**src/rtl/uart_tx_arbiter.sv**
```systemverilog
// Round-robin, message-granular arbiter sharing one UART TX byte stream among
// NUM_REQ producers, with a one-entry registered output stage.

module uart_tx_arb_lane (
  input  logic       sel,
  input  logic       locked,
  input  logic       load_ok,
  input  logic       valid,
  input  logic       last,
  input  logic [7:0] data,
  output logic       ready,
  output logic       xfer,
  output logic       xfer_last,
  output logic [7:0] data_sel
);
  assign ready     = locked & sel & load_ok;
  assign xfer      = valid & ready;
  assign xfer_last = xfer & last;
  assign data_sel  = sel ? data : 8'h00;
endmodule

module uart_tx_arbiter #(
  parameter int NUM_REQ   = 3,
  parameter int MAX_BURST = 64,
  parameter int ID_W      = 2
) (
  input  logic                 clk,
  input  logic                 reset,
  input  logic [NUM_REQ-1:0]   req_valid,
  input  logic [NUM_REQ*8-1:0] req_data,
  input  logic [NUM_REQ-1:0]   req_last,
  output logic [NUM_REQ-1:0]   req_ready,
  output logic [7:0]           to_uart_data,
  output logic                 to_uart_error,
  output logic                 to_uart_valid,
  input  logic                 to_uart_ready,
  output logic [ID_W-1:0]      grant_id,
  output logic                 busy
);

  typedef enum logic {IDLE, LOCKED} state_t;

  state_t                    state;
  logic [ID_W-1:0]           rr_ptr;
  logic [7:0]                burst_cnt;
  logic                      load_ok;
  logic                      locked;
  logic [NUM_REQ-1:0]        lane_sel;
  logic [NUM_REQ-1:0]        lane_xfer;
  logic [NUM_REQ-1:0]        lane_last;
  logic [NUM_REQ-1:0][7:0]   lane_din;
  logic [NUM_REQ-1:0][7:0]   lane_dsel;
  logic                      in_xfer;
  logic                      in_last;
  logic                      rel;
  logic [7:0]                g_data;
  logic [ID_W-1:0]           winner;
  logic                      found;

  assign load_ok       = !to_uart_valid || to_uart_ready;
  assign locked        = (state == LOCKED);
  assign lane_din      = req_data;
  assign to_uart_error = 1'b0;

  for (genvar i = 0; i < NUM_REQ; i++) begin : g_lane
    assign lane_sel[i] = (grant_id == ID_W'(i));
    uart_tx_arb_lane u_lane (
      .sel       (lane_sel[i]),
      .locked    (locked),
      .load_ok   (load_ok),
      .valid     (req_valid[i]),
      .last      (req_last[i]),
      .data      (lane_din[i]),
      .ready     (req_ready[i]),
      .xfer      (lane_xfer[i]),
      .xfer_last (lane_last[i]),
      .data_sel  (lane_dsel[i])
    );
  end

  assign in_xfer = |lane_xfer;
  assign in_last = |lane_last;
  // Burst cap counts the byte being accepted now, so compare against MAX_BURST-1.
  assign rel     = in_xfer && (in_last || burst_cnt == 8'(MAX_BURST - 1));

  always_comb begin
    g_data = 8'h00;
    for (int i = 0; i < NUM_REQ; i++) g_data = g_data | lane_dsel[i];
  end

  // Outer loop is the search distance from rr_ptr, so the nearest valid wins.
  always_comb begin
    winner = rr_ptr;
    found  = 1'b0;
    for (int k = 1; k <= NUM_REQ; k++) begin
      for (int j = 0; j < NUM_REQ; j++) begin
        if (!found && req_valid[j] &&
            (int'(rr_ptr) + k == j || int'(rr_ptr) + k == j + NUM_REQ)) begin
          winner = ID_W'(j);
          found  = 1'b1;
        end
      end
    end
  end

  always_ff @(posedge clk) begin
    if (!reset) begin
      state         <= IDLE;
      to_uart_valid <= 1'b0;
      to_uart_data  <= 8'h00;
      grant_id      <= '0;
      busy          <= 1'b0;
      rr_ptr        <= ID_W'(NUM_REQ - 1);
      burst_cnt     <= 8'h00;
    end else begin
      if (in_xfer) begin
        to_uart_data  <= g_data;
        to_uart_valid <= 1'b1;
      end else if (to_uart_ready) begin
        to_uart_valid <= 1'b0;
      end
      case (state)
        IDLE: begin
          if (found) begin
            grant_id  <= winner;
            burst_cnt <= 8'h00;
            state     <= LOCKED;
            busy      <= 1'b1;
          end
        end
        LOCKED: begin
          if (rel) begin
            state     <= IDLE;
            busy      <= 1'b0;
            rr_ptr    <= grant_id;
            burst_cnt <= 8'h00;
          end else if (in_xfer) begin
            burst_cnt <= burst_cnt + 8'd1;
          end
        end
        default: state <= IDLE;
      endcase
    end
  end

endmodule

```
**config.mk**
```make
export PLATFORM = sky130hd
export DESIGN_NAME = uart_tx_arbiter
export DESIGN_NICKNAME = d
export VERILOG_FILES = /design/src/rtl/uart_tx_arbiter.sv
export SDC_FILE = /design/constraint.sdc
export NUM_CORES = 1
export LEC_CHECK = 0
export BUFFER_PORTS_ARGS = -buffer_cell sky130_fd_sc_hd__buf_4
export CAP_MARGIN = 10
export CORE_ASPECT_RATIO = 1.75
export CORE_MARGIN = 2
export CORE_UTILIZATION = 54
export DETAILED_ROUTE_END_ITERATION = 7
export PLACE_DENSITY_LB_ADDON = 0.08
export SLEW_MARGIN = 20
export SYNTH_ARGS = -nofsm -noshare
export SYNTH_HDL_FRONTEND = slang
export SYNTH_SLANG_ARGS = --single-unit
```
**constraint.sdc**
```tcl
create_clock -name clk -period 3.3 [get_ports clk]
set_clock_uncertainty 0.05 [all_clocks]
set_input_delay 0.165 -clock clk [delete_from_list [all_inputs] [get_ports clk]]
set_output_delay 0.165 -clock clk [all_outputs]
set_load 0.05 [all_outputs]
```
==> results.json, run 1 <==
{
  "holdPathEnd": "to_uart_data[2]",
  "synth-simple-area-share": 0.312,
  "synth_area_sq_um": 1540,
  "hpwl_microns": 3110,
  "finalCritPeriodShare": 0.657,
  "regToRegSetupSlack_ns": 1.14,
  "grtUsageTotal": 0.257,
  "finalHoldViolations": 0,
  "syn-num-nets": 227,
  "synth_xor_xnor_area_share": 0,
  "yosysWarnings": 0,
  "place_congestion": 0.832,
  "cts_resized": 0,
  "insertion_delay_ns": 0.27,
  "clkSinkCount": 23,
  "ys_seq_area_frac": 0.300,
  "synth-seq-cells": 23,
  "setup_tns_ns": 0,
  "drive_gt1_frac": 0.292,
  "fin_area_sq_um": 1870,
  "cts_buffers": 3,
  "hold_class": "primary input to register",
  "drc": 0,
  "tightest_slew_ns": 0.642,
  "worst_slack_ns": 1.13,
  "fin_cells": 253,
  "syn_inst": 190,
  "grt_max_degree": 16,
  "port_buffers": 47,
  "synth_flop_cell": "dfxtp_1",
  "grt_overflow": 0,
  "initial_core_util": 0.571,
  "cts-root-buf": "clkbuf_8",
  "max_slew_margin": 0.571,
  "crit_arrival_ns": 1.95,
  "diodes": 0,
  "routed_wl_microns": 4030,
  "place_ws_ns": 1.14,
  "syn_avg_cell_area_sq_um": 8.08,
  "postCtsSetupRepairBufs": 0,
  "max_freq_ghz": 0.461,
  "critPathCaptureType": "output pin",
  "cp-startpoint": "grant_id[1]",
  "clk_pin_slew_worst_paths_ns": 0.08,
  "area_growth_pct": 22.0,
  "rr_endpoint": "burst_cnt[5]",
  "rsz0062_at_grt": "false",
  "finalSetupViolations": 0,
  "synth_top_family_by_area": "simple AND/OR/NAND/NOR gates",
  "worstPathRequired_ns": 3.08,
  "hold_start": "req_data[10]",
  "cap_violations": 0,
  "whs_path_depth": 3,
  "pin_count": 49,
  "synth.area.mux_share": 0.0791,
  "synth_fa_ha_area_frac": 0.0326,
  "die_x_microns": 44.3,
  "worstPathMaxFanout": 12,
  "power_density_nw_per_um2": 386,
  "reg2regPathDepth": 7,
  "nFillCells": 240,
  "status": "finished clean",
  "path_class": "register to output pin",
  "drt_iter0_markers": 46,
  "wl_per_cell_microns": 15.9,
  "holdBufCountCts": 0,
  "synth_edf_count": 0,
  "slew_viol_final": 0,
  "grt_first_pass_wirelength_microns": 6370,
  "vdd_drop_max_v": 0.000265,
  "r2r_start": "rr_ptr[0]",
  "dieArea_sq_um": 3300,
  "cts_tree": "built",
  "fin_nets": 264,
  "via_per_inst": 6.12,
  "clockBufferDepth": 2,
  "num_vias": 1549,
  "start_kind": "register",
  "place_area_sq_um": 1830,
  "num_rows": 25,
  "finalPower_mw": 0.724,
  "first_pass_iters": 4,
  "ant_nets": 0,
  "antenna_found_initial": 0,
  "dp.cells": 249,
  "core-area_sq_um": 2690,
  "fin_crit_ns": 2.17,
  "p_leak_nw": 0.832,
  "h-tree-depth": 1,
  "grt_pass1_vias": 1485,
  "synth-async-reset-ratio": 0,
  "die_h_microns": 74.5,
  "ys_types": 52,
  "synth_compound_area_frac": 0.195
}
-- placed cells by master (no fill, tap or decap), drive strengths merged, types with 4 or more instances in the layout --
cell    netlist  routed
inv           5       5
mux2i        11      11
dfxtp        23      23
nor3         13      13
a211o         5       5
a21oi         6       6
a211oi        9       9
nand2        15      15
nor4          4       4
nor2         25      25
buf          12      48
nand3         7       7
ha            4       4
-- routing by layer --
layer | GRT usage | wire length (microns) | vias up
met5 | 0 | 0 | -
met2 | 0.511 | 2390 | 53
met4 | 0.111 | 78 | 0
met3 | 0.0243 | 140 | 9
met1 | 0.254 | 1430 | 720
li1 | - | - | 767
-- Yosys cell counts, types with 3 or more instances --
library cell / number / area share
nor2_1: 24 / 0.059
dfxtp_1: 23 / 0.30
nand2_1: 15 / 0.037
nor3_1: 13 / 0.042
mux2i_1: 11 / 0.072
a211oi_1: 9 / 0.044
nand3_1: 7 / 0.023
a21oi_1: 6 / 0.020
buf_2: 5 / 0.016
buf_4: 5 / 0.024
inv_1: 5 / 0.012
a211o_1: 4 / 0.023
ha_1: 4 / 0.033
nor4_1: 4 / 0.016
clkbuf_1: 3 / 0.0073
nor2b_1: 3 / 0.012
nor3b_1: 3 / 0.015
o211ai_1: 3 / 0.015
o21ai_0: 3 / 0.0098
-- per-stage QoR --
| stage | hold slack (ns) | utilization |
|---|---|---|
| final | 0.133 | 0.696 |
| after global routing | 0.138 | 0.696 |
| after global placement | 0.395 | 0.679 |
| after CTS | 0.143 | 0.696 |
| after detailed placement | 0.419 | 0.679 |
| after floorplan | 0.307 | - |
-- sequential cells by signal, indices dropped and copies added (netlist names) --
signal,flops
to_uart_data,8
grant_id,2
locked,1
busy,1
burst_cnt,8
rr_ptr,2
to_uart_valid,1
-- cells by family (layout without fill, tap and decap cells) --
family | Yosys count | count (layout)
flip-flops | 23 | 23
AND/OR/NAND/NOR | 89 | 89
multiplexers | 12 | 12
AO/OA/AOI/OAI | 40 | 40
other | 1 | 1
buffers and inverters | 21 | 57
adder cells (fa/ha/maj) | 4 | 4
-- critical path, cell delays in order (launching register included) --
cell     delay (ns)
dfxtp_1        0.46
buf_4          0.25
nor2b_1        0.52
and3_1         0.26
buf_4          0.20
-- worst max path at each step --
stage,cells past startpoint,slack (ns),endpoint
final,4,1.13,req_ready[1]
after global routing,7,1.01,burst_cnt[4]
after CTS,7,1.13,burst_cnt[5]
after detailed placement,7,1.14,burst_cnt[5]
after global placement,7,1.20,burst_cnt[5]
after floorplan,7,1.18,burst_cnt[0]
-- where the power goes --
part           internal (mW)  leakage (nW)  switching, mW  total [mW]
clock                 0.0844        0.0255         0.0923       0.177
combinational         0.0904         0.619          0.143       0.234
sequential             0.295         0.188         0.0189       0.313
-- area by class of cell --
type,instances,area [sq um],area share
flip-flops and latches,23,460,0.246
multi-input cells,146,953,0.509
well taps,27,33.8,0.0180
clock buffers,3,41.3,0.0220
repair buffers,48,360,0.192
clock inverters,1,5.00,0.00267
inverters,5,18.8,0.0100
Note: power is estimated with default switching activity, not from simulation.
==> run 2, diff against run 1 <==
Settings changed: ABC_AREA set to 1, CORE_UTILIZATION 54 to 51.
Clock period 3.3 ns to 2.25 ns, I/O delays scaled along.
==> results.json, run 2 <==
{
  "p_int_mw": 0.773,
  "syn_inst": 243,
  "setup_tns_ns": 0,
  "fin_crit_ns": 2.05,
  "whs_path_depth": 3,
  "syn-num-nets": 280,
  "clockBufferDepth": 2,
  "clk_pin_slew_worst_paths_ns": 0.08,
  "path_class": "register to register",
  "synth-async-reset-ratio": 0,
  "cts_buffers": 3,
  "drt_iter0_markers": 21,
  "synth_flop_cell": "dfxtp_1",
  "synth_xor_xnor_area_share": 0.0322,
  "grt_first_pass_wirelength_microns": 6190,
  "drc": 0,
  "cts_tree": "built",
  "rsz0062_at_grt": "false",
  "holdBufCountCts": 0,
  "synth_top_area_share": 0.282,
  "final_cell_mix": "62 x nand2_1, 50 x buf_4, 34 x inv_1",
  "cap_violations": 0,
  "worstPathRequired_ns": 2.37,
  "grtUsageTotal": 0.222,
  "holdPathEnd": "to_uart_data[7]",
  "status": "finished clean",
  "core-area_sq_um": 3110,
  "die_h_microns": 78.8,
  "synth.area.mux_share": 0,
  "sw_frac_of_total": 0.403,
  "synth_area_leaders": "dfxtp_1 28%, nand2_1 14%, inv_1 7.8%",
  "insertion_delay_ns": 0.26,
  "fin_hold_ws_ns": 0.0781,
  "ys_seq_area_frac": 0.282,
  "r2r_start": "rr_ptr[1]",
  "routed_wl_microns": 3790,
  "clkSinkCount": 23,
  "reg2regPathDepth": 12,
  "hold_class": "primary input to register",
  "finalHoldViolations": 0,
  "crit_chain": "inv_1 -> ha_1 -> inv_1 -> nand2_1 -> nand4_2 -> nor3_2 -> nand4_1 -> nand2_1 -> buf_4 -> nand3_1 -> nand2_1 -> nor2_1",
  "synth-seq-cells": 23,
  "clkPwrFrac": 0.198,
  "slowest_delay_ns": 0.40,
  "crit_arrival_ns": 2.17,
  "finalCritPeriodShare": 0.910,
  "grt_max_degree": 20,
  "max_freq_ghz": 0.489,
  "slew_viol_final": 0,
  "vdd_drop_max_v": 0.000401,
  "grtUsageMet2": 0.422,
  "synth-simple-area-share": 0.398,
  "rr_endpoint": "burst_cnt[1]",
  "worstPathMaxFanout": 7,
  "num_rows": 27,
  "yosysMostFrequentCell": "nand2_1",
  "slowest_stage": "dfxtp_1",
  "ant_nets": 0,
  "synth_compound_area_frac": 0.117,
  "finalSetupViolations": 0,
  "grtUsageMet1": 0.232,
  "grt_overflow": 0,
  "start_kind": "register",
  "synth_area_sq_um": 1630,
  "top_regs": "burst_cnt (8), to_uart_data (8)",
  "max_slew_margin": 0.650,
  "area_growth_pct": 24.3,
  "hpwl_microns": 3050,
  "regToRegSetupSlack_ns": 0.20,
  "sequentialPowerShare": 0.390,
  "die_x_microns": 46.8,
  "final_common_cell": "nand2_1",
  "critPathCaptureType": "register",
  "wl_per_cell_microns": 11.5,
  "h-tree-depth": 1,
  "grt_pass1_vias": 1535,
  "tightest_slew_ns": 0.523,
  "fin_nets": 325,
  "dieArea_sq_um": 3690,
  "place_congestion": 0.792,
  "postCtsSetupRepairBufs": 0,
  "synth_top_family_by_area": "simple AND/OR/NAND/NOR gates",
  "antenna_found_initial": 0,
  "synth_edf_count": 0,
  "synth.largest_area_cell": "dfxtp_1",
  "combPwrFrac": 0.412,
  "pin_count": 49,
  "drive_gt1_frac": 0.275,
  "p_leak_nw": 1.07,
  "crit_path_frequent_cell": "nand2_1",
  "cts-root-buf": "clkbuf_8",
  "via_per_inst": 4.94,
  "diodes": 0,
  "first_pass_iters": 4,
  "ys_types": 33,
  "num_vias": 1631,
  "hold_start": "req_data[23]",
  "synth_fa_ha_area_frac": 0.0307,
  "syn_avg_cell_area_sq_um": 6.71,
  "yosysWarnings": 0,
  "synthTopCellsByCount": "62 x nand2_1, 34 x inv_1, 23 x dfxtp_1",
  "global_route.usage.met3": 0.0205,
  "port_buffers": 47,
  "initial_core_util": 0.525,
  "switching_power_mw": 0.522,
  "cts_resized": 0,
  "power_density_nw_per_um2": 638,
  "top_usage_layer": "met2"
}
==> run 2: how the worst max path moves through the flow <==
stage,from,slack [ns],cells past startpoint,end
global placement,rr_ptr[1],0.31,12,burst_cnt[6]
finish,rr_ptr[1],0.20,12,burst_cnt[1]
global route,rr_ptr[1],0.02,12,burst_cnt[7]
floorplan,grant_id[1],0.50,10,burst_cnt[4]
detailed placement,rr_ptr[1],0.20,12,burst_cnt[7]
CTS,rr_ptr[1],0.18,12,burst_cnt[7]
==> run 2: cell families after synthesis <==
| kind of cell | count (synthesis) |
|---|---|
| AO/OA/AOI/OAI | 30 |
| buffers and inverters | 48 |
| AND/OR/NAND/NOR | 131 |
| adder cells (fa/ha/maj) | 4 |
| other | 1 |
| XOR/XNOR | 6 |
| flip-flops | 23 |
==> run 2: power by group through the flow <==
stage / Clock, mW / Sequential [mW] / Combinational, mW
floorplan: 0 / 0.604 / 0.293
global placement: 0 / 0.514 / 0.533
detailed placement: 0 / 0.515 / 0.537
CTS: 0.262 / 0.506 / 0.538
global route: 0.280 / 0.513 / 0.587
finish: 0.256 / 0.505 / 0.533
==> run 2: routing by layer <==
layer | up-vias | wire length, microns
met2 | 34 | 2170
li1 | 866 | -
met5 | - | 0
met4 | 0 | 43
met1 | 727 | 1470
met3 | 4 | 101
==> run 2: cell type report <==
| class | instances | area [sq um] |
|---|---|---|
| fillers | 324 | 1080 |
| multi-input cells | 172 | 947 |
| flip-flops and latches | 23 | 460 |
| repair buffers | 50 | 375 |
| inverters | 38 | 145 |
| well taps | 43 | 53.8 |
| clock buffers | 3 | 41.3 |
| clock inverters | 1 | 5.00 |
==> run 2: critical path: cells and delay by family, from the launching register on <==
kind / cells / cell delay, ns
flops: 1 / 0.40
simple gates: 8 / 0.89
fa+ha+maj: 1 / 0.30
buf+inv: 3 / 0.31
==> run 2: stage by stage <==
step	total power, mW	instances	utilization	area, sq um	worst slack [ns]
after floorplan	0.898	243	-	1630	0.497
after global placement	1.05	326	0.638	1980	0.309
after detailed placement	1.05	326	0.638	1980	0.201
after CTS	1.31	330	0.653	2030	0.185
after global routing	1.38	330	0.653	2030	0.0216
final	1.29	330	0.653	2030	0.203
==> run 3, diff against run 2 <==
--- a/config.mk
+++ b/config.mk
@@ -15,2 +15,3 @@
 export PLACE_DENSITY_LB_ADDON = 0.08
+export SKIP_CTS_REPAIR_TIMING = 1
 export SLEW_MARGIN = 20
==> constraint.sdc (replaced) <==
create_clock -name clk -period 2.25 [get_ports clk]
set_clock_uncertainty 0.05 [all_clocks]
set_input_delay 0.675 -clock clk [delete_from_list [all_inputs] [get_ports clk]]
set_output_delay 0.675 -clock clk [all_outputs]
set_load 0.05 [all_outputs]
==> results.json, run 3 (same netlist as run 2, synthesis figures left out) <==
{
  "grt_pass1_vias": 1598,
  "fin_crit_ns": 2.05,
  "core-area_sq_um": 3110,
  "grt_max_degree": 20,
  "grtUsageTotal": 0.235,
  "drive_gt1_frac": 0.284,
  "via_per_inst": 5.02,
  "crit_chain": "nand2_2 -> nor3_1 -> buf_4",
  "area_growth_pct": 25.4,
  "finalCritPeriodShare": 0.911,
  "ant_nets": 0,
  "finalHoldViolations": 0,
  "vdd_drop_max_v": 0.000446,
  "initial_core_util": 0.525,
  "routed_wl_microns": 3770,
  "start_kind": "register",
  "critPathCaptureType": "output pin",
  "die_h_microns": 78.8,
  "r2r_start": "rr_ptr[0]",
  "worstPathRequired_ns": 1.52,
  "critical_path_buf_inv_count": 1,
  "path_class": "register to output pin",
  "clkSinkCount": 23,
  "antenna_found_initial": 0,
  "tightest_slew_ns": 0.563,
  "num_rows": 27,
  "place_congestion": 0.804,
  "place_ws_ns": 0.146,
  "power_density_nw_per_um2": 639,
  "wl_per_cell_microns": 11.4,
  "max_slew_margin": 0.623,
  "regToRegSetupSlack_ns": 0.25,
  "port_buffers": 47,
  "grt_first_pass_wirelength_microns": 6510,
  "setup_tns_ns": 0,
  "crit_family": "flip-flops",
  "slew_viol_final": 0,
  "worstPathMaxFanout": 7,
  "hold_class": "register to register",
  "insertion_delay_ns": 0.26,
  "rsz0062_at_grt": "false",
  "hold_start": "busy",
  "h-tree-depth": 1,
  "status": "finished clean",
  "clockBufferDepth": 2,
  "crit_arrival_ns": 1.32,
  "drt_iter0_markers": 42,
  "cts-root-buf": "clkbuf_8",
  "clk_pin_slew_worst_paths_ns": 0.08,
  "die_x_microns": 46.8,
  "num_vias": 1666,
  "holdPathEnd": "busy",
  "max_freq_ghz": 0.488,
  "dieArea_sq_um": 3690,
  "rr_endpoint": "burst_cnt[3]",
  "pin_count": 49,
  "whs_path_depth": 2,
  "first_pass_iters": 4,
  "hpwl_microns": 3020,
  "p_leak_nw": 1.08,
  "drc": 0,
  "finalSetupViolations": 0,
  "reg2regPathDepth": 12,
  "slowest_delay_ns": 0.52,
  "final_common_cell": "nand2_1",
  "final_cell_mix": "61 x nand2_1, 52 x buf_4, 34 x inv_1",
  "fin_nets": 327,
  "diodes": 0,
  "cts_tree": "built",
  "top_regs": "burst_cnt (8), to_uart_data (8)",
  "worst_slack_ns": 0.201,
  "slowest_stage": "dfxtp_1",
  "grt_overflow": 0,
  "cap_violations": 0,
  "cts_buffers": 3,
  "finalPower_mw": 1.31
}
## run 3: where the power goes
part | switching (mW) | total (mW) | internal, mW
Combinational | 0.343 | 0.539 | 0.196
Clock | 0.139 | 0.263 | 0.124
Sequential | 0.0461 | 0.505 | 0.459
## run 3: worst register-to-register path: stages, from the launching register on
cell	delay (ns)
dfxtp_1	0.37
inv_1	0.09
ha_1	0.30
inv_1	0.04
nand2_1	0.12
nand4_2	0.14
nor3_2	0.19
nand4_1	0.13
nand2_2	0.14
buf_4	0.17
nand3_1	0.07
nand2_1	0.06
nor2_1	0.04
## run 3: worst max-delay path by stage
stage,from,to,slack [ns],cells past startpoint
after floorplan,grant_id[1],req_ready[2],0.27,3
after global placement,req_valid[2],burst_cnt[2],0.19,10
after detailed placement,req_valid[2],burst_cnt[3],0.15,10
after CTS,grant_id[1],req_ready[2],0.19,3
after global routing,rr_ptr[0],burst_cnt[6],0.005,12
final,grant_id[1],req_ready[2],0.20,3
## run 3: final cells by class
| cell class | count | area (sq um) |
|---|---|---|
| Timing Repair Buffer | 52 | 390 |
| Inverter | 38 | 145 |
| Fill cell | 303 | 1060 |
| Sequential cell | 23 | 460 |
| Tap cell | 43 | 53.8 |
| Clock buffer | 3 | 41.3 |
| Multi-Input combinational cell | 172 | 950 |
| Clock inverter | 1 | 5.00 |
## run 3: stage by stage
step	utilization	area, sq um	hold slack [ns]	std cells
5_1_grt	0.658	2050	0.444	332
3_3_place_gp	0.643	2000	0.407	328
6_report	0.658	2050	0.417	332
3_5_place_dp	0.643	2000	0.412	328
2_1_floorplan	-	1630	0.427	243
4_1_cts	0.657	2040	0.424	332
## run 3: layer usage
| metal | track usage | vias up | part of all wire |
|---|---|---|---|
| met5 | 0 | - | 0 |
| met4 | 0.0944 | 0 | 0.019 |
| met3 | 0.0364 | 8 | 0.032 |
| met2 | 0.440 | 39 | 0.56 |
| met1 | 0.238 | 746 | 0.39 |
| li1 | - | 873 | - |
